===== config.mk =====
export PLATFORM = sky130hd
export DESIGN_NAME = alu_seq
export DESIGN_NICKNAME = d
export VERILOG_FILES = /design/src/rtl/alu_seq.sv
export SDC_FILE = /design/constraint.sdc
export NUM_CORES = 1
export LEC_CHECK = 0
export ABC_CLOCK_PERIOD_IN_PS = 4100
export CORE_MARGIN = 2
export CORE_UTILIZATION = 35
export DETAILED_ROUTE_END_ITERATION = 7
export GPL_TIMING_DRIVEN = 1
export SYNTH_ARGS = -nofsm -noshare
export SYNTH_HDL_FRONTEND = slang
export SYNTH_SLANG_ARGS = --single-unit

===== constraint.sdc =====
create_clock -name clk -period 4.1 [get_ports clk]
set_input_delay 0.615 -clock clk [delete_from_list [all_inputs] [get_ports clk]]
set_output_delay 0.615 -clock clk [all_outputs]
set_load 0.005 [all_outputs]

===== src/rtl/alu_seq.sv =====
// alu_seq: registered ALU with NZCV flags and a start/busy/done handshake.
// Single-cycle ops finish one cycle after start. MUL/DIVU/REMU run iteratively
// over WIDTH cycles when ALU_SEQ_MULDIV_EN is defined. Without the macro those
// opcodes complete in one cycle with a zero result and IllegalOp raised.
module alu_seq #(
   parameter  int WIDTH = 16,
   localparam int SHW   = $clog2(WIDTH)
) (
   input  logic             clk,
   input  logic             reset,
   input  logic             start,
   input  logic [WIDTH-1:0] SrcA,
   input  logic [WIDTH-1:0] SrcB,
   input  logic [3:0]       ALUControl,
   output logic [WIDTH-1:0] ALUResult,
   output logic             Zero,
   output logic             Negative,
   output logic             Carry,
   output logic             Overflow,
   output logic             busy,
   output logic             done,
   output logic             IllegalOp
);

   localparam logic [3:0] OP_SUB  = 4'h1, OP_AND  = 4'h2, OP_OR   = 4'h3,
                          OP_XOR  = 4'h4, OP_SLT  = 4'h5, OP_SLTU = 4'h6,
                          OP_SLL  = 4'h7, OP_SRL  = 4'h8, OP_SRA  = 4'h9,
                          OP_MUL  = 4'hA, OP_DIVU = 4'hB, OP_REMU = 4'hC;

`ifdef ALU_SEQ_MULDIV_EN
   typedef enum logic [1:0] {IDLE = 2'd0, ITER = 2'd1, FIN = 2'd2} state_t;
`else
   typedef enum logic [1:0] {IDLE = 2'd0, FIN = 2'd2} state_t;
`endif

   state_t           state, state_n;
   logic             accept, go_iter;
   logic [WIDTH:0]   sum, dif;
   logic [WIDTH-1:0] res_c;
   logic             c_c, v_c;
   logic [SHW-1:0]   sh;

   assign sh     = SrcB[SHW-1:0];
   assign accept = start && (state == IDLE || state == FIN);

`ifdef ALU_SEQ_MULDIV_EN
   logic             is_md, div0, ge;
   logic [WIDTH-1:0] acc, x, y, acc_n, x_n, y_n, mul_acc, it_res;
   logic [WIDTH:0]   r_sh, d_try;
   logic [3:0]       op_q;
   logic [SHW-1:0]   cnt;

   assign is_md   = (ALUControl == OP_MUL) || (ALUControl == OP_DIVU) || (ALUControl == OP_REMU);
   // divide by zero short-circuits to the single-cycle path
   assign div0    = (ALUControl == OP_DIVU || ALUControl == OP_REMU) && (SrcB == '0);
   assign go_iter = is_md && !div0;
`else
   logic ill_c, ill_q;
   assign go_iter = 1'b0;
`endif

   // single-cycle result and flags straight from the inputs
   always_comb begin
      sum   = {1'b0, SrcA} + {1'b0, SrcB};
      dif   = {1'b0, SrcA} - {1'b0, SrcB};
      res_c = '0;
      c_c   = 1'b0;
      v_c   = 1'b0;
`ifndef ALU_SEQ_MULDIV_EN
      ill_c = 1'b0;
`endif
      case (ALUControl)
         OP_SUB: begin
            res_c = dif[WIDTH-1:0];
            c_c   = ~dif[WIDTH];
            v_c   = (SrcA[WIDTH-1] != SrcB[WIDTH-1]) && (dif[WIDTH-1] != SrcA[WIDTH-1]);
         end
         OP_AND:  res_c = SrcA & SrcB;
         OP_OR:   res_c = SrcA | SrcB;
         OP_XOR:  res_c = SrcA ^ SrcB;
         OP_SLT:  res_c = {{(WIDTH-1){1'b0}}, ($signed(SrcA) < $signed(SrcB))};
         OP_SLTU: res_c = {{(WIDTH-1){1'b0}}, (SrcA < SrcB)};
         OP_SLL:  res_c = SrcA << sh;
         OP_SRL:  res_c = SrcA >> sh;
         OP_SRA:  res_c = $signed(SrcA) >>> sh;
`ifdef ALU_SEQ_MULDIV_EN
         OP_MUL:  res_c = '0;
         OP_DIVU: res_c = '1;
         OP_REMU: res_c = SrcA;
`else
         OP_MUL, OP_DIVU, OP_REMU: ill_c = 1'b1;
`endif
         default: begin   // ADD, and 1101-1111 alias to ADD
            res_c = sum[WIDTH-1:0];
            c_c   = sum[WIDTH];
            v_c   = (SrcA[WIDTH-1] == SrcB[WIDTH-1]) && (sum[WIDTH-1] != SrcA[WIDTH-1]);
         end
      endcase
   end

`ifdef ALU_SEQ_MULDIV_EN
   // one shift-add (MUL) or restoring-subtract (DIVU/REMU) step
   always_comb begin
      mul_acc = acc + (y[0] ? x : '0);
      r_sh    = {acc, x[WIDTH-1]};
      d_try   = r_sh - {1'b0, y};
      ge      = ~d_try[WIDTH];
      if (op_q == OP_MUL) begin
         acc_n = mul_acc;
         x_n   = x << 1;
         y_n   = y >> 1;
      end else begin
         acc_n = ge ? d_try[WIDTH-1:0] : r_sh[WIDTH-1:0];
         x_n   = {x[WIDTH-2:0], ge};
         y_n   = y;
      end
      case (op_q)
         OP_MUL:  it_res = mul_acc;
         OP_DIVU: it_res = x_n;
         default: it_res = acc_n;
      endcase
   end
`endif

   // state register
   always_ff @(posedge clk) begin
      if (reset) state <= IDLE;
      else       state <= state_n;
   end

   // next-state logic
   always_comb begin
      state_n = IDLE;
      case (state)
`ifdef ALU_SEQ_MULDIV_EN
         ITER: state_n = (cnt == '0) ? FIN : ITER;
         IDLE, FIN: if (start) state_n = go_iter ? ITER : FIN;
`else
         IDLE, FIN: if (start) state_n = FIN;
`endif
         default: state_n = IDLE;
      endcase
   end

   // handshake outputs decoded from state
   always_comb begin
`ifdef ALU_SEQ_MULDIV_EN
      busy      = (state == ITER);
      IllegalOp = 1'b0;
`else
      busy      = 1'b0;
      IllegalOp = (state == FIN) && ill_q;
`endif
      done      = (state == FIN);
   end

   // result/flag registers and iterative datapath
   always_ff @(posedge clk) begin
      if (reset) begin
         ALUResult <= '0;
         Zero      <= 1'b0;
         Negative  <= 1'b0;
         Carry     <= 1'b0;
         Overflow  <= 1'b0;
`ifdef ALU_SEQ_MULDIV_EN
         acc  <= '0;
         x    <= '0;
         y    <= '0;
         op_q <= '0;
         cnt  <= '0;
`else
         ill_q <= 1'b0;
`endif
      end else if (accept && !go_iter) begin
         ALUResult <= res_c;
         Zero      <= (res_c == '0);
         Negative  <= res_c[WIDTH-1];
         Carry     <= c_c;
         Overflow  <= v_c;
`ifndef ALU_SEQ_MULDIV_EN
         ill_q     <= ill_c;
`endif
      end
`ifdef ALU_SEQ_MULDIV_EN
      else if (accept) begin
         acc  <= '0;
         x    <= SrcA;
         y    <= SrcB;
         op_q <= ALUControl;
         cnt  <= SHW'(WIDTH-1);
      end else if (state == ITER) begin
         acc <= acc_n;
         x   <= x_n;
         y   <= y_n;
         cnt <= cnt - 1'b1;
         if (cnt == '0) begin
            ALUResult <= it_res;
            Zero      <= (it_res == '0);
            Negative  <= it_res[WIDTH-1];
            Carry     <= 1'b0;
            Overflow  <= 1'b0;
         end
      end
`endif
   end

endmodule


=== After elaboration in Yosys (flattened, before gate mapping) ===
Cells that the tools add are included.

* Register bits after elaboration: 23
* Bits of input ports: 39
* Output and inout port bits: 23
* Logic and storage cells: 52

* $add $sub $neg: 2
* Order comparisons: 2
* Equality and inequality tests: 17
* Shifts and indexed selects: 3
* Muxes and demuxes: 5
* Bitwise gates (word level): 5
* Reduce and logical (&&, ||, !) cells: 11

{| class="wikitable"
|+ Operators by type and width
! operator !! count
|-
| case mux 16 bit (10 select lines) || 1
|-
| < comparator 16 bit || 2
|-
| equality test 4 bit (second input constant) || 5
|-
| adder 16 x 16 -> 17 bit || 1
|-
| subtractor 16 x 16 -> 17 bit || 1
|-
| bitwise AND 16 bit || 1
|-
| equality test 4 x 3 -> 1 bit (second input constant) || 4
|-
| logical NOT 16 bit || 1
|-
| bitwise OR 16 bit || 1
|-
| << shifter 16 x 4 -> 16 bit || 1
|-
| >> shifter 16 x 4 -> 16 bit || 1
|-
| >>> shifter 16 x 4 -> 16 bit || 1
|-
| bitwise XOR 16 bit || 1
|-
| OR reduction 11 bit || 1
|-
| equality test 4 x 2 -> 1 bit (second input constant) || 2
|-
| equality test 4 x 1 -> 1 bit (second input constant) || 1
|-
| logical AND 1 bit || 4
|-
| case mux 1 bit (2 select lines) || 2
|-
| OR reduction 2 bit || 2
|-
| != test 1 bit || 3
|-
| OR reduction 3 bit || 1
|-
| equality test 2 bit (second input constant) || 1
|-
| logical NOT 2 bit || 1
|-
| two-way mux 2 bit || 1
|-
| 4 further kinds || 5
|}

=== Logic depth before layout (Yosys ltp) ===
Gate-level depths: netlist of run 1.

* Depth after elaboration: 4
* Depth in mapped cells: 16
* Depth with buffers taken out: 14

=== Worst setup path after synthesis of run 1 ===
Ideal clock, no wire load.

* Path type: input to register
* Start point: in SrcB[2]
* End point: reg Zero
* Library setup time: 87 ps
* Arrival time: 4183 ps
* Data required time: 4013 ps
* Slack: -170 ps
* Stages on the path: 15
* Buffers on the path: 3
* Cell sequence: buf_2 inv_1 buf_1 ha_1 clkbuf_1 a21o_1 a221oi_1 or3_1 o2111a_1 a31oi_1 nor4_2 nand4_1 or4b_1 or4b_1 o31ai_1

* Longest elaborated chain between the ends: 3
* Elaborated cells between the ends (all ways): 12
* Classes of those cells: add/sub (2); order compare (2); shift (3); mux (1); bitwise (3); reduce/logical (1)

{| class="wikitable"
|+ Ends and longest elaborated chain
! element !! RTL line !! text
|-
| from (decl) || 13 || <nowiki>input logic [WIDTH-1:0] SrcB,</nowiki>
|-
| adder 16 x 16 -> 17 bit, or another cell as far along || 64 || <nowiki>sum = {1'b0, SrcA} + {1'b0, SrcB};</nowiki>
|-
| case mux 16 bit (10 select lines) * || 72 || <nowiki>case (ALUControl)</nowiki>
|-
| logical NOT 16 bit * || 176 || <nowiki>Zero <= (res_c == '0);</nowiki>
|-
| to (signal assigned) || 176 ||
|-
| to (decl) || 16 || <nowiki>output logic Zero,</nowiki>
|}

Every way passes the cells marked *; elsewhere a longest branch is shown, timed or not.
A chain may end at the register's enable or synchronous reset.

=== Final worst setup path of run 1 ===
* Start point: in SrcA[14]
* End point: reg Zero

* Longest elaborated chain between the ends: 3
* Elaborated cells between the ends (all ways): 12
* Classes of those cells: add/sub (2); order compare (2); shift (3); mux (1); bitwise (3); reduce/logical (1)

{| class="wikitable"
|+ Ends and longest elaborated chain
! element !! RTL line !! text
|-
| from (decl) || 12 || <nowiki>input logic [WIDTH-1:0] SrcA,</nowiki>
|-
| adder 16 x 16 -> 17 bit, or another cell as far along || 64 ||
|-
| case mux 16 bit (10 select lines) * || 72 ||
|-
| logical NOT 16 bit * || 176 ||
|}

Marks and branches as above.

==> results of run 1 <==
[routing by layer]
metal,routed length [um],GRT usage (%)
met1,9350,35.7
met2,10900,46.3
met3,1360,2.82
met4,606,6.54
met5,0,0
[cell usage after synthesis, types with 5 or more instances]
cell	number	share of area, %
a211o_1	5	0.85
a211oi_1	12	1.7
a21o_1	12	1.7
a21oi_1	38	3.7
a22oi_1	12	1.7
a31oi_1	10	1.2
and2_1	5	0.60
buf_2	11	1.1
buf_4	5	0.73
clkbuf_1	34	2.5
dfxtp_1	21	8.1
ha_1	49	12
inv_1	48	3.5
mux2_2	15	3.3
mux2i_1	21	4.1
mux4_1	6	3.0
mux4_2	17	7.4
nand2_1	44	3.2
nand2b_1	11	1.3
nand3_1	13	1.3
nor2_1	70	5.1
nor2b_1	10	1.2
nor3_1	15	1.5
nor4_1	5	0.60
o211ai_1	11	1.6
o21ai_0	36	3.5
o22ai_1	16	1.9
o31ai_1	5	0.73
o32ai_1	5	0.85
or3_1	6	0.73
xnor2_1	8	1.4
[metrics by stage]
step | area [sq um] | utilization, % | hold slack (ns) | power, mW | setup TNS (ns)
floorplan | 5180 | - | 0.442 | 0.690 | 0
global placement | 7220 | 49.9 | 0.458 | 1.11 | -1.25
detailed placement | 7220 | 49.9 | 0.460 | 1.12 | -1.16
global route | 8040 | 55.5 | 0.494 | 1.53 | -0.00777
finish | 8040 | 55.5 | 0.468 | 1.45 | 0
CTS | 7450 | 51.4 | 0.471 | 1.36 | 0
[what timing repair did]
action / in CTS / in global routing
endpoints found under the setup margin: 2 / 4
buffers inserted: 3 / 24
resized for setup: 23 / 102
pin swaps: 8 / 39
cloned: 0 / 1
[registers in the layout (all words and copies together) (netlist names)]
| register | cells |
|---|---|
| ALUResult | 16 |
| state | 1 |
| Carry | 1 |
| Overflow | 1 |
| Zero | 1 |
| ill_q | 1 |
[area by class of cell]
type	instances	area (sq um)	area share [%]
clock buffer	4	78.8	0.981
inverter	49	184	2.29
multi-input combinational	556	4720	58.8
sequential	21	420	5.23
tap	184	230	2.87
timing repair buffer	280	2400	29.8
[power breakdown]
part	switching (mW)	internal [mW]
Combinational	0.495	0.519
Clock	0.0716	0.132
Sequential	0.00817	0.220
[cells by family after synthesis]
kind of cell | Yosys count | share of synthesized area, %
AO/OA/AOI/OAI | 224 | 30.5
XOR/XNOR | 10 | 1.69
adder cells (fa/ha/maj) | 52 | 12.8
buffers and inverters | 105 | 8.61
flip-flops | 21 | 8.13
multiplexers | 60 | 18.0
other | 1 | 0.0725
AND/OR/NAND/NOR | 209 | 20.2
[path summary, 6_finish.rpt]
check | startpoint | end | slack [ns] | cells past startpoint
worst min-delay path | ill_q | ill_q | 0.47 | 2
worst max-delay path | SrcA[14] | Zero | 0.06 | 11
worst max register to register | Zero | Zero | 3.12 | 2
worst min register to register | ill_q | ill_q | 0.47 | 2
[critical path: stages]
cell and delay (ns):
clkdlybuf4s50_1 0.51, mux4_2 0.54, mux2_2 0.30, nand2_1 0.08, o2111a_1 0.25, o21ai_2 0.11
nor4_2 0.27, nand4_1 0.16, or4b_1 0.56, or4b_4 0.56, o31ai_4 0.25
==> flow_summary.toml, run 1 <==
[route]
first_pass_iters = 5
routed_via_density = 5.81
drtIter0Drc = 637
routedWlPerCell_um = 20.3
vias = 6358
totalWireLength_um = 22200
drc_errors = 0
ant_nets = 0

[placement]
place.gp.congestion = 0.952
dp_hpwl_um = 17300
io_buffers = 60
pre_cts_ws_ns = -0.556
dp_cells = 1062

[layout]
layout_common_cells = "buf_4, nor2_1, nand2_1"
final_cells = 1094
syn2layout_area_growth_pct = 55.3
drive_gt1_share_pct = 37.5
layout_commonest_cell = "buf_4"
diodes = 0
nNetsFinal = 1001
fillers = 1364

[yosys]
synth_cell_types = 85
synthArstFlopShare_pct = 0
synth_flop_cell = "dfxtp_1"
synth_edf_count = 0
syn_nets = 772
ys_seq_elements = 21
synth_warnings = 0
synthCells = 682
syn_area_sq_um = 5170
ys_seq_area_share_pct = 8.13
post_synth.cell_area_avg_sq_um = 7.58

[clocking]
htree_num_levels = 1
cts_inserted_buffers = 3
clkTransAtPathRegs_ns = 0.06
cts_hold_buf = 0
cts_sinks = 21
cts_tree = "built"
clock_latency_ns = 0.25
cts_buffer_depth = 2
clock-root-buffer = "clkbuf_16"

[sta]
slew_headroom_pct = 60.3
tightest_slew_ns = 0.594
setup_viol = 0
min_period_ns = 4.04
fmax_mhz = 248
slew_violations = 0
clock_skew_ns = 0
fin_ws_ns = 0.0598
finalCritPeriodShare_pct = 98.5
hold_viol = 0

[power_and_ir_drop]
leakage_nw = 3.61
power_density_nw_per_um2 = 180
ir_worst_vdd_mv = 0.165

[global_route]
grt_pass1_wl_um = 34300
grt_use_total_pct = 26.8
antenna_found_initial = 0
grt_max_degree = 32
grt_pass1_vias = 6187
grt_overflow = 0

[die]
die_height_um = 126
io_pins = 62
rows = 44
start_util_pct = 35.7
die_x_um = 126
core_sq_um = 14500
die-area_sq_um = 15800

[setup_path]
arrival_ns = 4.21
startpoint_type = "primary input"
crit_fanout = 6
critPathRequiredTime_ns = 4.27
crit_path_end_kind = "flip-flop"
worstSetupPathType = "in -> reg"

[status]
status = "finished, final reports clean"

[run]
cap_violations = 0

[hold_path]
min_path_type = "reg -> reg"
Power figures use the tool's default switching activity.
==> inputs of run 2 (changes only) <==
CORE_MARGIN = unset   (was 2)
==> flow_summary.toml, run 2 (synthesis results as in run 1) <==
[layout]
design_area_sq_um = 7580
final_cells = 1052
layout_common_cells = "buf_4, nor2_1, nand2_1"
regMostFlops = "ALUResult"
layout_commonest_cell = "buf_4"
largest_reg_flops = 16
drive_gt1_share_pct = 32.8
fillers = 1358
nNetsFinal = 959
diodes = 0
syn2layout_area_growth_pct = 46.6

[route]
ant_nets = 0
first_pass_iters = 6
top_layer_used = "met4"
routed-wl-met2_um = 10100
routed_via_density = 6.03
vias = 6348
met3_length_um = 1420
routedWlPerCell_um = 20.1
met1_length_um = 8750
totalWireLength_um = 21100
drtIter0Drc = 636
drc_errors = 0

[setup_path]
cp_common_cell = "or4b_4"
path_cells = "clkdlybuf4s50_1, buf_12, mux4_2, mux2_2, nand2_1, o2111a_1, o21ai_2, nor4_2, nand4_1, or4b_4, or4b_4, o31ai_4"
r2r-end = "Zero"
cp.depth = 12
arrival_ns = 4.20
timing.rr.start = "Zero"
worstSetupPathType = "in -> reg"
crit_fanout = 11
worst_r2r_path_depth = 2
worst-path-buf-inv = 2
crit_path_max_incr_delay_ns = 0.57
crit_path_end = "Zero"
critPathRequiredTime_ns = 4.27
cp_top_family = "simple AND/OR/NAND/NOR gates"
rrSetupSlack_ns = 3.14
critPathLaunch = "SrcA[13]"
slowest_stage = "or4b_4"
crit_path_end_kind = "flip-flop"
startpoint_type = "primary input"

[sta]
slew_headroom_pct = 56.7
hold_viol = 0
setup_viol = 0
min_period_ns = 4.03
clock_skew_ns = 0
fin_hold_ws_ns = 0.473
tightest_slew_ns = 0.644
slew_violations = 0
finalCritPeriodShare_pct = 98.3
fmax_mhz = 248

[clocking]
clock-root-buffer = "clkbuf_16"
htree_num_levels = 1
clock_latency_ns = 0.25
cts_inserted_buffers = 3
cts_hold_buf = 0
cts_buffer_depth = 2
cts_sinks = 21
cts_tree = "built"
clkTransAtPathRegs_ns = 0.05

[placement]
dp_hpwl_um = 17100
dp_cells = 1043
io_buffers = 60
place.gp.congestion = 0.956
dpl_cell_area_sq_um = 7090

[global_route]
grt_pass1_wl_um = 33100
grt_overflow = 0
grt_max_degree = 32
antenna_found_initial = 0
grt_use_total_pct = 28.1
grt_pass1_vias = 6226

[power_and_ir_drop]
ir_worst_vdd_mv = 0.124
power.switching_mw = 0.550
power_mw = 1.37
pwr-share-comb_pct = 68.6
clkPwrFrac_pct = 14.8
power_density_nw_per_um2 = 181
power.share.sequential_pct = 16.6
leakage_nw = 3.39
intPower_mw = 0.824
sw_frac_of_total_pct = 40.0

[die]
die-area_sq_um = 15300
rows = 44
io_pins = 62
die_x_um = 124
die_height_um = 124
start_util_pct = 35.7
core_sq_um = 14500

[run]
cap_violations = 0

[status]
status = "finished, final reports clean"

[hold_path]
min_path_type = "reg -> reg"
==> run 2: cell type report <==
type                    instances  area (sq um)  area share, %
clock buffers                   3          75.1          0.990
clock inverters                 1          5.00         0.0660
inverters                      49           184           2.43
multi-input cells             556          4620           61.0
flip-flops and latches         21           420           5.55
well taps                     184           230           3.04
repair buffers                238          2040           26.9
==> run 2: repair_timing <==
action,in CTS,in global routing
pin swaps,8,16
setup endpoints to repair,1,2
setup buffers,1,4
resized for setup,19,79
==> run 2: worst min-delay path by stage <==
stage / end / cells past startpoint / slack, ns / startpoint
6_report: Overflow / 2 / 0.47 / Overflow
2_1_floorplan: ill_q / 2 / 0.44 / ill_q
3_3_place_gp: ill_q / 2 / 0.46 / ill_q
3_5_place_dp: Overflow / 2 / 0.47 / Overflow
4_1_cts: Overflow / 2 / 0.48 / Overflow
5_1_grt: Overflow / 2 / 0.49 / Overflow
==> run 2: worst min-delay path: stages, from the launching register on <==
cell	delay, ns
dfxtp_1	0.31
nand2b_1	0.06
a21oi_1	0.05
==> run 2: metrics by stage <==
| step | utilization (%) | setup slack, ns | setup TNS, ns |
|---|---|---|---|
| final | 52.4 | 0.0707 | 0 |
| after global routing | 52.4 | -0.0262 | -0.0262 |
| after CTS | 50.2 | 0.0175 | 0 |
| after detailed placement | 49.0 | -0.417 | -0.613 |
| after global placement | 49.0 | -0.362 | -0.571 |
| after floorplan | - | 0.0257 | 0 |
==> run 2: power by group through the flow <==
stage | Combinational [mW] | Sequential (mW) | Clock (mW)
final | 0.942 | 0.228 | 0.204
after global routing | 1.01 | 0.230 | 0.219
after CTS | 0.890 | 0.228 | 0.210
after detailed placement | 0.869 | 0.233 | 0
after global placement | 0.863 | 0.232 | 0
after floorplan | 0.456 | 0.233 | 0
==> run 2: metal layers <==
metal / up-vias / global-route usage (%)
li1: 2930 / -
met1: 3081 / 36.0
met2: 285 / 47.4
met3: 52 / 3.51
met4: 0 / 11.6
met5: - / 0
